==> src/rtl/fp_sqrt_iter_pkg.sv <==
// Shared types for the iterative square-root unit: rounding modes, FSM states,
// operand classes, status-bit positions and the guard/sticky rounding decision.
package fp_sqrt_iter_pkg;

  typedef enum logic [2:0] {
    RNE = 3'd0,
    RTZ = 3'd1,
    RUP = 3'd2,
    RDN = 3'd3,
    RNA = 3'd4
  } round_t;

  typedef enum logic [1:0] {
    IDLE  = 2'd0,
    CALC  = 2'd1,
    ROUND = 2'd2,
    DONE  = 2'd3
  } sqrt_state_t;

  typedef enum logic [2:0] {
    CLS_NORM   = 3'd0,
    CLS_ZERO   = 3'd1,
    CLS_INF    = 3'd2,
    CLS_NAN    = 3'd3,
    CLS_NEG    = 3'd4,
    CLS_DENORM = 3'd5
  } fp_class_t;

  localparam int ST_ZERO    = 0;
  localparam int ST_INF     = 1;
  localparam int ST_NAN     = 2;
  localparam int ST_INEXACT = 5;

  // Increment decision for a positive result; RTZ and RDN both truncate.
  function automatic logic round_gs(input round_t mode, input logic lsb,
                                    input logic guard, input logic sticky);
    case (mode)
      RNE:     round_gs = guard & (sticky | lsb);
      RUP:     round_gs = guard | sticky;
      RNA:     round_gs = guard;
      default: round_gs = 1'b0;
    endcase
  endfunction

endpackage

==> src/rtl/fp_sqrt_iter_step.sv <==
// One clock's worth of restoring square-root recurrence: consumes two radicand
// bits per root bit and retires bits_per_cycle root bits.
module fp_sqrt_iter_step #(
  parameter int rem_w          = 28,
  parameter int root_w         = 25,
  parameter int bits_per_cycle = 1
) (
  input  logic [rem_w-1:0]            i_rem,
  input  logic [root_w-1:0]           i_root,
  input  logic [2*bits_per_cycle-1:0] i_digits,
  output logic [rem_w-1:0]            o_rem,
  output logic [root_w-1:0]           o_root
);

  logic [rem_w-1:0]  w_rem;
  logic [rem_w-1:0]  w_shift;
  logic [rem_w-1:0]  w_trial;
  logic [root_w-1:0] w_root;

  always_comb begin
    w_rem   = i_rem;
    w_root  = i_root;
    w_shift = '0;
    w_trial = '0;
    for (int k = bits_per_cycle - 1; k >= 0; k--) begin
      w_shift = (w_rem << 2) | rem_w'(i_digits[2*k +: 2]);
      // Trial subtrahend is 4*root + 1; keep it only if the remainder stays >= 0.
      w_trial = rem_w'({w_root, 2'b01});
      if (w_shift >= w_trial) begin
        w_rem  = w_shift - w_trial;
        w_root = (w_root << 1) | root_w'(1);
      end else begin
        w_rem  = w_shift;
        w_root = w_root << 1;
      end
    end
    o_rem  = w_rem;
    o_root = w_root;
  end

endmodule

==> src/rtl/fp_sqrt_iter.sv <==
// Multi-cycle IEEE-754 square root: special operands short-circuit to DONE,
// normal operands run a digit-recurrence engine then a one-cycle round stage.
module fp_sqrt_iter
  import fp_sqrt_iter_pkg::*;
#(
  parameter int sig_width      = 23,
  parameter int ex_width       = 8,
  parameter int bits_per_cycle = 1
) (
  input  logic                        clk,
  input  logic                        resetn,
  input  logic                        enable,
  input  logic                        in_valid,
  output logic                        in_ready,
  input  logic [sig_width+ex_width:0] a,
  input  logic [2:0]                  round,
  output logic                        out_valid,
  input  logic                        out_ready,
  output logic [sig_width+ex_width:0] z,
  output logic [7:0]                  status,
  output logic                        busy,
  output sqrt_state_t                 o_state
);

  localparam int NITER = (sig_width + 2 + bits_per_cycle - 1) / bits_per_cycle;
  localparam int RB    = NITER * bits_per_cycle;
  localparam int REM_W = RB + 3;
  localparam int RAD_W = 2 * RB;
  localparam int XB    = RB - sig_width - 2;
  localparam int CNT_W = $clog2(NITER + 1);
  localparam logic [CNT_W-1:0]    LAST     = CNT_W'(NITER - 1);
  localparam logic [ex_width:0]   BIAS     = {2'b00, {(ex_width-1){1'b1}}};
  localparam logic [RB-1:0]       LOW_MASK = (RB'(1) << XB) - RB'(1);

  sqrt_state_t r_state, w_next;
  logic [ex_width:0]              r_exp;
  round_t                         r_rnd;
  logic [RAD_W-1:0]               r_rad;
  logic [REM_W-1:0]               r_rem, w_step_rem;
  logic [RB-1:0]                  r_root, w_step_root;
  logic [CNT_W-1:0]               r_cnt;
  logic [sig_width+ex_width:0]    r_z, w_exc_z, w_rnd_z;
  logic [7:0]                     r_status, w_exc_st, w_rnd_st;

  logic                           w_sign;
  logic [ex_width-1:0]            w_exp;
  logic [sig_width-1:0]           w_sig;
  fp_class_t                      w_cls;
  logic signed [ex_width:0]       w_unb;
  logic [ex_width:0]              w_rexp;
  logic [sig_width+1:0]           w_mfx;

  assign w_sign = a[sig_width+ex_width];
  assign w_exp  = a[sig_width+ex_width-1:sig_width];
  assign w_sig  = a[sig_width-1:0];
  assign w_unb  = $signed({1'b0, w_exp}) - $signed(BIAS);
  assign w_rexp = $unsigned(w_unb >>> 1) + BIAS;
  // An odd unbiased exponent moves one factor of two into the radicand.
  assign w_mfx  = w_unb[0] ? {1'b1, w_sig, 1'b0} : {1'b0, 1'b1, w_sig};

  always_comb begin
    if (&w_exp)
      w_cls = (w_sig != '0) ? CLS_NAN : (w_sign ? CLS_NEG : CLS_INF);
    else if (w_exp == '0)
      w_cls = (w_sig != '0) ? CLS_DENORM : CLS_ZERO;
    else
      w_cls = w_sign ? CLS_NEG : CLS_NORM;
  end

  always_comb begin
    w_exc_z  = '0;
    w_exc_st = '0;
    case (w_cls)
      CLS_NAN, CLS_NEG: begin
        w_exc_z          = {1'b0, {ex_width{1'b1}}, 1'b1, {(sig_width-1){1'b0}}};
        w_exc_st[ST_NAN] = 1'b1;
      end
      CLS_INF: begin
        w_exc_z          = {1'b0, {ex_width{1'b1}}, {sig_width{1'b0}}};
        w_exc_st[ST_INF] = 1'b1;
      end
      CLS_ZERO, CLS_DENORM: begin
        w_exc_z           = {w_sign, {(sig_width+ex_width){1'b0}}};
        w_exc_st[ST_ZERO] = 1'b1;
      end
      default: ;
    endcase
  end

  fp_sqrt_iter_step #(
    .rem_w(REM_W), .root_w(RB), .bits_per_cycle(bits_per_cycle)
  ) u_step (
    .i_rem   (r_rem),
    .i_root  (r_root),
    .i_digits(r_rad[RAD_W-1 -: 2*bits_per_cycle]),
    .o_rem   (w_step_rem),
    .o_root  (w_step_root)
  );

  // Root bits beyond the guard position only matter through the sticky bit.
  logic                 w_guard, w_lsb, w_sticky, w_inc;
  logic [sig_width:0]   w_top;
  logic [sig_width+1:0] w_mant;
  logic [ex_width-1:0]  w_zexp;

  assign w_top    = (sig_width+1)'(r_root >> (XB + 1));
  assign w_guard  = r_root[XB];
  assign w_lsb    = r_root[XB+1];
  assign w_sticky = (r_rem != '0) | ((r_root & LOW_MASK) != '0);
  assign w_inc    = round_gs(r_rnd, w_lsb, w_guard, w_sticky);
  assign w_mant   = {1'b0, w_top} + (sig_width+2)'(w_inc);
  assign w_zexp   = ex_width'(r_exp + (ex_width+1)'(w_mant[sig_width+1]));
  assign w_rnd_z  = {1'b0, w_zexp, sig_width'(w_mant)};

  always_comb begin
    w_rnd_st              = '0;
    w_rnd_st[ST_INEXACT]  = w_guard | w_sticky;
  end

  // Handshake: a transfer happens on a clock edge only when valid, ready and
  // enable are all high; z/status are registered and frozen while out_valid.
  always_comb begin
    w_next    = r_state;
    in_ready  = 1'b0;
    out_valid = 1'b0;
    busy      = 1'b1;
    case (r_state)
      IDLE: begin
        in_ready = 1'b1;
        busy     = 1'b0;
        if (enable && in_valid) w_next = (w_cls == CLS_NORM) ? CALC : DONE;
      end
      CALC:  if (enable && r_cnt == LAST) w_next = ROUND;
      ROUND: if (enable) w_next = DONE;
      DONE: begin
        out_valid = 1'b1;
        if (enable && out_ready) w_next = IDLE;
      end
      default: w_next = IDLE;
    endcase
  end

  always_ff @(posedge clk or negedge resetn) begin
    if (!resetn) r_state <= IDLE;
    else         r_state <= w_next;
  end

  always_ff @(posedge clk or negedge resetn) begin
    if (!resetn) begin
      r_exp    <= '0;
      r_rnd    <= RNE;
      r_rad    <= '0;
      r_rem    <= '0;
      r_root   <= '0;
      r_cnt    <= '0;
      r_z      <= '0;
      r_status <= '0;
    end else if (enable) begin
      case (r_state)
        IDLE: if (in_valid) begin
          r_exp  <= w_rexp;
          r_rnd  <= round_t'(round);
          r_rad  <= {w_mfx, {(RAD_W-sig_width-2){1'b0}}};
          r_rem  <= '0;
          r_root <= '0;
          r_cnt  <= '0;
          if (w_cls != CLS_NORM) begin
            r_z      <= w_exc_z;
            r_status <= w_exc_st;
          end
        end
        CALC: begin
          r_rad  <= r_rad << (2 * bits_per_cycle);
          r_rem  <= w_step_rem;
          r_root <= w_step_root;
          r_cnt  <= r_cnt + 1'b1;
        end
        ROUND: begin
          r_z      <= w_rnd_z;
          r_status <= w_rnd_st;
        end
        default: ;
      endcase
    end
  end

  assign z       = r_z;
  assign status  = r_status;
  assign o_state = r_state;

endmodule

==> config.mk <==
export PLATFORM = sky130hd
export DESIGN_NAME = fp_sqrt_iter
export DESIGN_NICKNAME = d
export VERILOG_FILES = /design/src/rtl/fp_sqrt_iter_pkg.sv /design/src/rtl/fp_sqrt_iter_step.sv /design/src/rtl/fp_sqrt_iter.sv
export SDC_FILE = /design/constraint.sdc
export NUM_CORES = 1
export LEC_CHECK = 0
export CORE_MARGIN = 2
export CORE_UTILIZATION = 45
export DETAILED_ROUTE_END_ITERATION = 10
export GPL_TIMING_DRIVEN = 1
export MAX_ROUTING_LAYER = met4
export PLACE_DENSITY = 0.66
export SLEW_MARGIN = 15
export SYNTH_ARGS = -nofsm -noshare
export SYNTH_HDL_FRONTEND = slang
export SYNTH_SLANG_ARGS = --single-unit
==> constraint.sdc <==
create_clock -name clk -period 8.4 [get_ports clk]
set_input_delay 2.1 -clock clk [delete_from_list [all_inputs] [get_ports clk]]
set_output_delay 2.1 -clock clk [all_outputs]
set_load 0.05 [all_outputs]
==> results.py, run 1 <==
metrics = {
    "outcome": {
        "status": "completed",
    },
    "min_path": {
        "hold_class": "register to register",
    },
    "yosys": {
        "yosysTopAreaCell": "dfrtp_1",
        "yosysSeqAreaShare": 0.3940,
        "yosysMostFrequentCell": "nand2_1",
        "yosys-top-cells-area": "dfrtp_1, nand2_1, ha_1",
        "yosys_warnings": 0,
        "synth_flop_cell": "dfrtp_1",
        "synth_edf_count": 0,
        "synth_area_um2": 8383,
        "ys_seq_elements": 132,
        "async_reset_ff_frac": 1.000,
        "ys_types": 64,
        "syn_inst": 988,
        "synth_top_area_frac": 0.3940,
        "synth_commonest_cells": "nand2_1, dfrtp_1, o21ai_0",
        "avgSynthCellArea_um2": 8.485,
    },
    "sta": {
        "finalSetupTns_ns": 0,
        "fmax_ghz": 0.1949,
        "whs_ns": 0.4597,
        "tightest_slew_ns": 1.119,
        "fin_skew_ns": 0.01090,
        "rsz0062_at_grt": "no",
        "min_period_ns": 5.130,
        "setup_viol": 0,
        "slew_headroom": 0.2542,
        "period_share": 0.6108,
        "worst_slack_ns": 3.270,
        "slew_viol_final": 0,
        "hold_viol": 0,
    },
    "power_and_ir_drop": {
        "peakVddDrop_v": 0.0002110,
        "power_density_nw_per_um2": 438.6,
        "p_leak_uw": 0.004355,
    },
    "clock_tree": {
        "cts_tree": "built",
        "clk_pin_slew_ns": 0.06,
        "cts_resized": 0,
        "root_buffer": "clkbuf_16",
        "cts_buffer_depth": 2,
        "cts_setup_buffers": 0,
        "h-tree-depth": 4,
        "clkLatencyLatePin_ns": 0.41,
        "cts_made_buffers": 17,
        "clock_sinks": 132,
        "cts_hold_buf": 0,
    },
    "die": {
        "num_rows": 49,
        "dieArea_um2": 19740,
        "ios": 85,
        "start_util": 0.4619,
        "coreArea_um2": 18150,
        "fp.dieH_um": 140.5,
        "die_x_um": 140.5,
    },
    "finish": {
        "fillers": 1696,
        "multiInputGateArea_um2": 4684,
        "fin_nets": 1124,
        "register_area_um2": 3303,
        "diodes": 0,
        "syn2layout_area_growth_pct": 17.51,
        "drive_above_1_share": 0.05687,
        "design_area_um2": 9851,
    },
    "placed_design": {
        "port_buffers": 80,
        "dpl_worst_slack_ns": 2.941,
        "dpl.hpwl_um": 14370,
        "postPlaceCellArea_um2": 9290,
        "place_congestion": 0.8712,
    },
    "detailed_routing": {
        "drc": 0,
        "wl_met3_um": 834,
        "vias": 7186,
        "drt_wl_total_um": 20110,
        "first_pass_iters": 5,
        "top_layer_used": "met4",
        "drtAntennaViolNets": 0,
        "wl_met1_um": 9939,
        "drt_iter0_markers": 463,
        "dr_wl_met2_um": 9119,
        "wl_per_cell_um": 15.66,
        "viasPerCell": 5.597,
    },
    "critical_path": {
        "worstSetupPathType": "input pin to register",
        "crit_slowest_cell": "o21a_1",
        "cp_max_fo": 34,
        "crit_chain": "clkdlybuf4s50_1, buf_4, ha_1, and3_1, and3_1, nor2_1, a21oi_1, o21a_1, o21a_1, a21oi_1",
        "cp.required_ns": 8.68,
        "crit_path_max_incr_delay_ns": 0.91,
        "start_kind": "input pin",
        "path_buf_inv": 2,
        "worstPathArrival_ns": 5.42,
        "path_delay_family": "compound AO/OA/AOI/OAI gates",
        "cp-end-kind": "register",
    },
    "global_routing": {
        "grtUsageTotal": 0.2137,
        "grt_pass1_wl_um": 33420,
        "grt_max_degree": 76,
        "antenna_found_initial": 0,
        "grt_pass1_vias": 6644,
        "grt_overflow_total": 0,
    },
    "flow_run": {
        "maxCapViolCount": 0,
    },
}
power breakdown:
group	switching [µW]	internal [µW]
clock	269	428
sequential	195	860
combinational	1600	968
total	2060	2260
path summary, 6_finish.rpt:
check | start | endpoint | slack (ns) | depth (start not counted)
max in group asynchronous | resetn | r_rem[14] | 5.44 | 2
worst max register to register | r_rem[25] | z[29] | 4.15 | 19
min in group asynchronous | resetn | r_rem[8] | 1.68 | 1
worst min register to register | z[0] | z[0] | 0.46 | 2
worst max-delay path | a[23] | z[24] | 3.27 | 10
worst min-delay path | z[0] | z[0] | 0.46 | 2
layout make-up:
cell class / count / share of cell area
Clock buffer: 23 / 0.04852
Timing Repair Buffer: 87 / 0.08675
Multi-Input combinational cell: 760 / 0.4755
Inverter: 45 / 0.01715
Sequential cell: 132 / 0.3353
Tap cell: 229 / 0.02909
Clock inverter: 8 / 0.007621
state kept, by name, indices dropped and copies added, names as in the netlist:
register / count
z: 32
r_rem: 28
r_rad: 25
r_root: 25
r_exp: 8
r_cnt: 5
status: 4
r_rnd: 3
o_state: 2
cell usage in the layout (no fill, tap or decap), types with 4 or more instances in the layout:
cell type | synthesis | final
inv_1 | 45 | 45
ha_1 | 41 | 41
a21oi_1 | 75 | 75
nor4_1 | 18 | 18
xnor2_1 | 41 | 41
o21ai_1 | 17 | 16
a21o_1 | 4 | 4
nand4_1 | 15 | 15
conb_1 | 1 | 4
and3_1 | 10 | 10
xor2_1 | 21 | 21
nand2_1 | 141 | 141
mux2i_1 | 32 | 32
nand3_1 | 81 | 80
a31oi_1 | 8 | 8
nand2b_1 | 7 | 7
nor2_1 | 66 | 66
clkinv_2 | 0 | 4
buf_4 | 4 | 7
nor3_1 | 11 | 11
nor2b_1 | 5 | 5
a211oi_1 | 5 | 5
clkdlybuf4s50_1 | 0 | 79
dfrtp_1 | 132 | 132
o21a_1 | 7 | 7
clkbuf_16 | 0 | 17
a32oi_1 | 10 | 10
o21ai_0 | 86 | 86
mux2_2 | 5 | 5
kinds of logic after synthesis:
| logic type | after synthesis | synth area share |
|---|---|---|
| AO/OA/AOI/OAI | 246 | 0.1797 |
| XOR/XNOR | 62 | 0.06478 |
| adder cells (fa/ha/maj) | 41 | 0.06119 |
| buffers and inverters | 99 | 0.05060 |
| flip-flops | 132 | 0.3940 |
| multiplexers | 38 | 0.04672 |
| other | 1 | 0.0004473 |
| AND/OR/NAND/NOR | 369 | 0.2025 |
stage by stage:
stage / util / cells / power (µW)
after global routing: 0.5428 / 1284 / 4675
after floorplan: - / 991 / 3062
after CTS: 0.5424 / 1284 / 4316
final: 0.5428 / 1284 / 4320
after global placement: 0.5119 / 1253 / 3570
after detailed placement: 0.5119 / 1253 / 3598
worst reg2reg max path: stages, from the launching register on:
cell and delay (ns):
dfrtp_1 0.48, nor4_1 0.14, and4_1 0.19, nand4_1 0.19, a21oi_1 0.10, a2111oi_0 0.36
ha_1 0.26, ha_1 0.22, nand2_1 0.12, nor3_1 0.38, and4_1 0.36, and3_1 0.21
and3_1 0.19, ha_1 0.18, ha_1 0.18, nand3_1 0.12, nor2_1 0.13, xor2_1 0.15
nand2_1 0.07, a21oi_1 0.15
per-layer routing:
| metal | up-vias | GRT usage |
|---|---|---|
| met5 | - | - |
| met4 | 0 | 0.05684 |
| met3 | 19 | 0.02940 |
| met2 | 162 | 0.3230 |
| met1 | 3411 | 0.3038 |
| li1 | 3594 | - |
Note: power is estimated with default switching activity, not from simulation.
==> run 2, diff against run 1 <==
PLACE_DENSITY = 0.68   (was 0.66)
clock period = 4.66 ns   (was 8.4 ns; I/O delays follow)
==> run 2 against run 1 <==
Effect of this change: first-iteration DRC count increased by 21%; critical path depth rose by 9; clock-buffer cell count unchanged; via count up 0.82%.
==> results.py, run 2 (same netlist as run 1, synthesis figures left out) <==
metrics = {
    "outcome": {
        "status": "completed",
    },
    "min_path": {
        "hold_class": "register to register",
    },
    "die": {
        "dieArea_um2": 19740,
        "fp.dieH_um": 140.5,
        "die_x_um": 140.5,
        "num_rows": 49,
        "coreArea_um2": 18150,
        "ios": 85,
        "start_util": 0.4619,
    },
    "critical_path": {
        "cp_max_fo": 6,
        "path_delay_family": "simple AND/OR/NAND/NOR gates",
        "cp-end-kind": "register",
        "cp.required_ns": 5.01,
        "crit_chain": "nor4_1, and4_1, nand4_1, a21oi_1, a2111oi_0, ha_1, ha_1, nand2_1, nor3_1, and4_1, and3_1, and3_1, ha_1, ha_1, nand3_1, nor2_1, xor2_1, nand2_1, a21oi_1",
        "crit_top_cell": "ha_1",
        "reg2reg_slack_ns": 0.44,
        "worstSetupPathType": "register to register",
        "worstPathArrival_ns": 4.57,
        "crit_slowest_cell": "dfrtp_1",
        "crit_path_max_incr_delay_ns": 0.48,
        "path_buf_inv": 0,
        "start_kind": "register",
    },
    "clock_tree": {
        "cts_setup_buffers": 0,
        "cts_resized": 0,
        "root_buffer": "clkbuf_16",
        "clkLatencyLatePin_ns": 0.43,
        "cts_buffer_depth": 2,
        "clk_pin_slew_ns": 0.05,
        "h-tree-depth": 4,
        "clock_sinks": 132,
        "cts_made_buffers": 17,
        "cts_tree": "built",
        "cts_hold_buf": 0,
    },
    "power_and_ir_drop": {
        "switchingPower_uw": 3764,
        "peakVddDrop_v": 0.0005663,
        "pwr-share-clk": 0.190,
        "power_density_nw_per_um2": 813.4,
        "p_sw_frac": 0.4630,
        "p_leak_uw": 0.004429,
        "p_int_uw": 4365,
        "power_frac_comb": 0.577,
        "p_seq_frac": 0.233,
    },
    "placed_design": {
        "port_buffers": 80,
        "placed_cells": 1256,
        "dpl.hpwl_um": 14720,
        "place_congestion": 0.8864,
    },
    "detailed_routing": {
        "drt_wl_total_um": 20420,
        "first_pass_iters": 6,
        "drt_iter0_markers": 558,
        "drc": 0,
        "drtAntennaViolNets": 0,
        "vias": 7245,
        "wl_per_cell_um": 15.86,
        "viasPerCell": 5.629,
    },
    "finish": {
        "final_cells": 1287,
        "final_common_cell": "nand2_1",
        "fin_nets": 1127,
        "diodes": 0,
        "drive_above_1_share": 0.06049,
        "largest_register_ffs": 32,
        "final_cell_mix": "nand2_1, dfrtp_1, o21ai_0, nand3_1, clkdlybuf4s50_1",
        "syn2layout_area_growth_pct": 19.22,
    },
    "sta": {
        "fmax_ghz": 0.2371,
        "slew_headroom": 0.3107,
        "min_period_ns": 4.217,
        "period_share": 0.9050,
        "hold_viol": 0,
        "setup_viol": 0,
        "slew_viol_final": 0,
        "rsz0062_at_grt": "no",
        "fin_skew_ns": 0.008620,
        "tightest_slew_ns": 1.034,
        "finalSetupTns_ns": 0,
    },
    "flow_run": {
        "maxCapViolCount": 0,
    },
    "global_routing": {
        "grt_overflow_total": 0,
        "grt_max_degree": 76,
        "antenna_found_initial": 0,
        "grt_pass1_vias": 7001,
        "grt_pass1_wl_um": 34730,
        "grtUsageTotal": 0.2215,
    },
}
==> run 2: cell types whose count changed in the layout (fill, tap and decap cells not counted), sizes merged <==
cell / change
clkinvlp: -1
bufinv: +5
buf: +3
clkinv: -4
==> run 2: path summary, 6_finish.rpt <==
path | startpoint | end | cells past startpoint
worst max-delay path | r_rem[25] | z[29] | 19
worst min-delay path | z[14] | z[14] | 2
worst max register to register | r_rem[25] | z[29] | 19
worst min register to register | z[14] | z[14] | 2
max in group asynchronous | resetn | r_root[20] | 2
min in group asynchronous | resetn | r_rem[10] | 1
==> run 2: through the flow <==
step           power [µW]  hold WS [ns]  area, µm²  utilization  setup slack [ns]
3_5_place_dp         6540        0.4575       9313       0.5132            0.5675
5_1_grt              8755        0.4889       9995       0.5507           0.03488
6_report             8129        0.4619       9995       0.5507            0.4428
3_3_place_gp         6493        0.4501       9313       0.5132            0.6965
2_1_floorplan        5520        0.4447       8394            -             1.128
4_1_cts              8123        0.4701       9995       0.5507            0.4683
==> run 2: area by class of cell <==
cell class	count	area, µm²
fill	1675	8153
multi-input combinational	760	4677
sequential	132	3303
timing repair buffer	90	877.1
clock buffer	23	488.0
tap	229	286.5
clock inverter	8	193.9
inverter	45	168.9
==> run 2: tightest hold or removal path, delay by kind of cell (launching register included) <==
family / cells / cell delay, ns
DFF: 1 / 0.34
and+or+nand+nor: 2 / 0.10
==> run 2: power by group through the flow <==
stage          Combinational [µW]  Sequential (µW)  Clock (µW)
2_1_floorplan                3380             2140           0
3_3_place_gp                 4610             1890           0
3_5_place_dp                 4630             1910           0
4_1_cts                      4670             1890        1560
5_1_grt                      5190             1950        1610
6_report                     4690             1890        1540
==> run 2: metal layers <==
metal | track usage | vias to the layer above | routed length, µm
li1 | - | 3609 | -
met1 | 0.3116 | 3453 | 9789
met2 | 0.3349 | 162 | 9437
met3 | 0.03248 | 21 | 934
met4 | 0.06368 | 0 | 253
met5 | - | - | 0
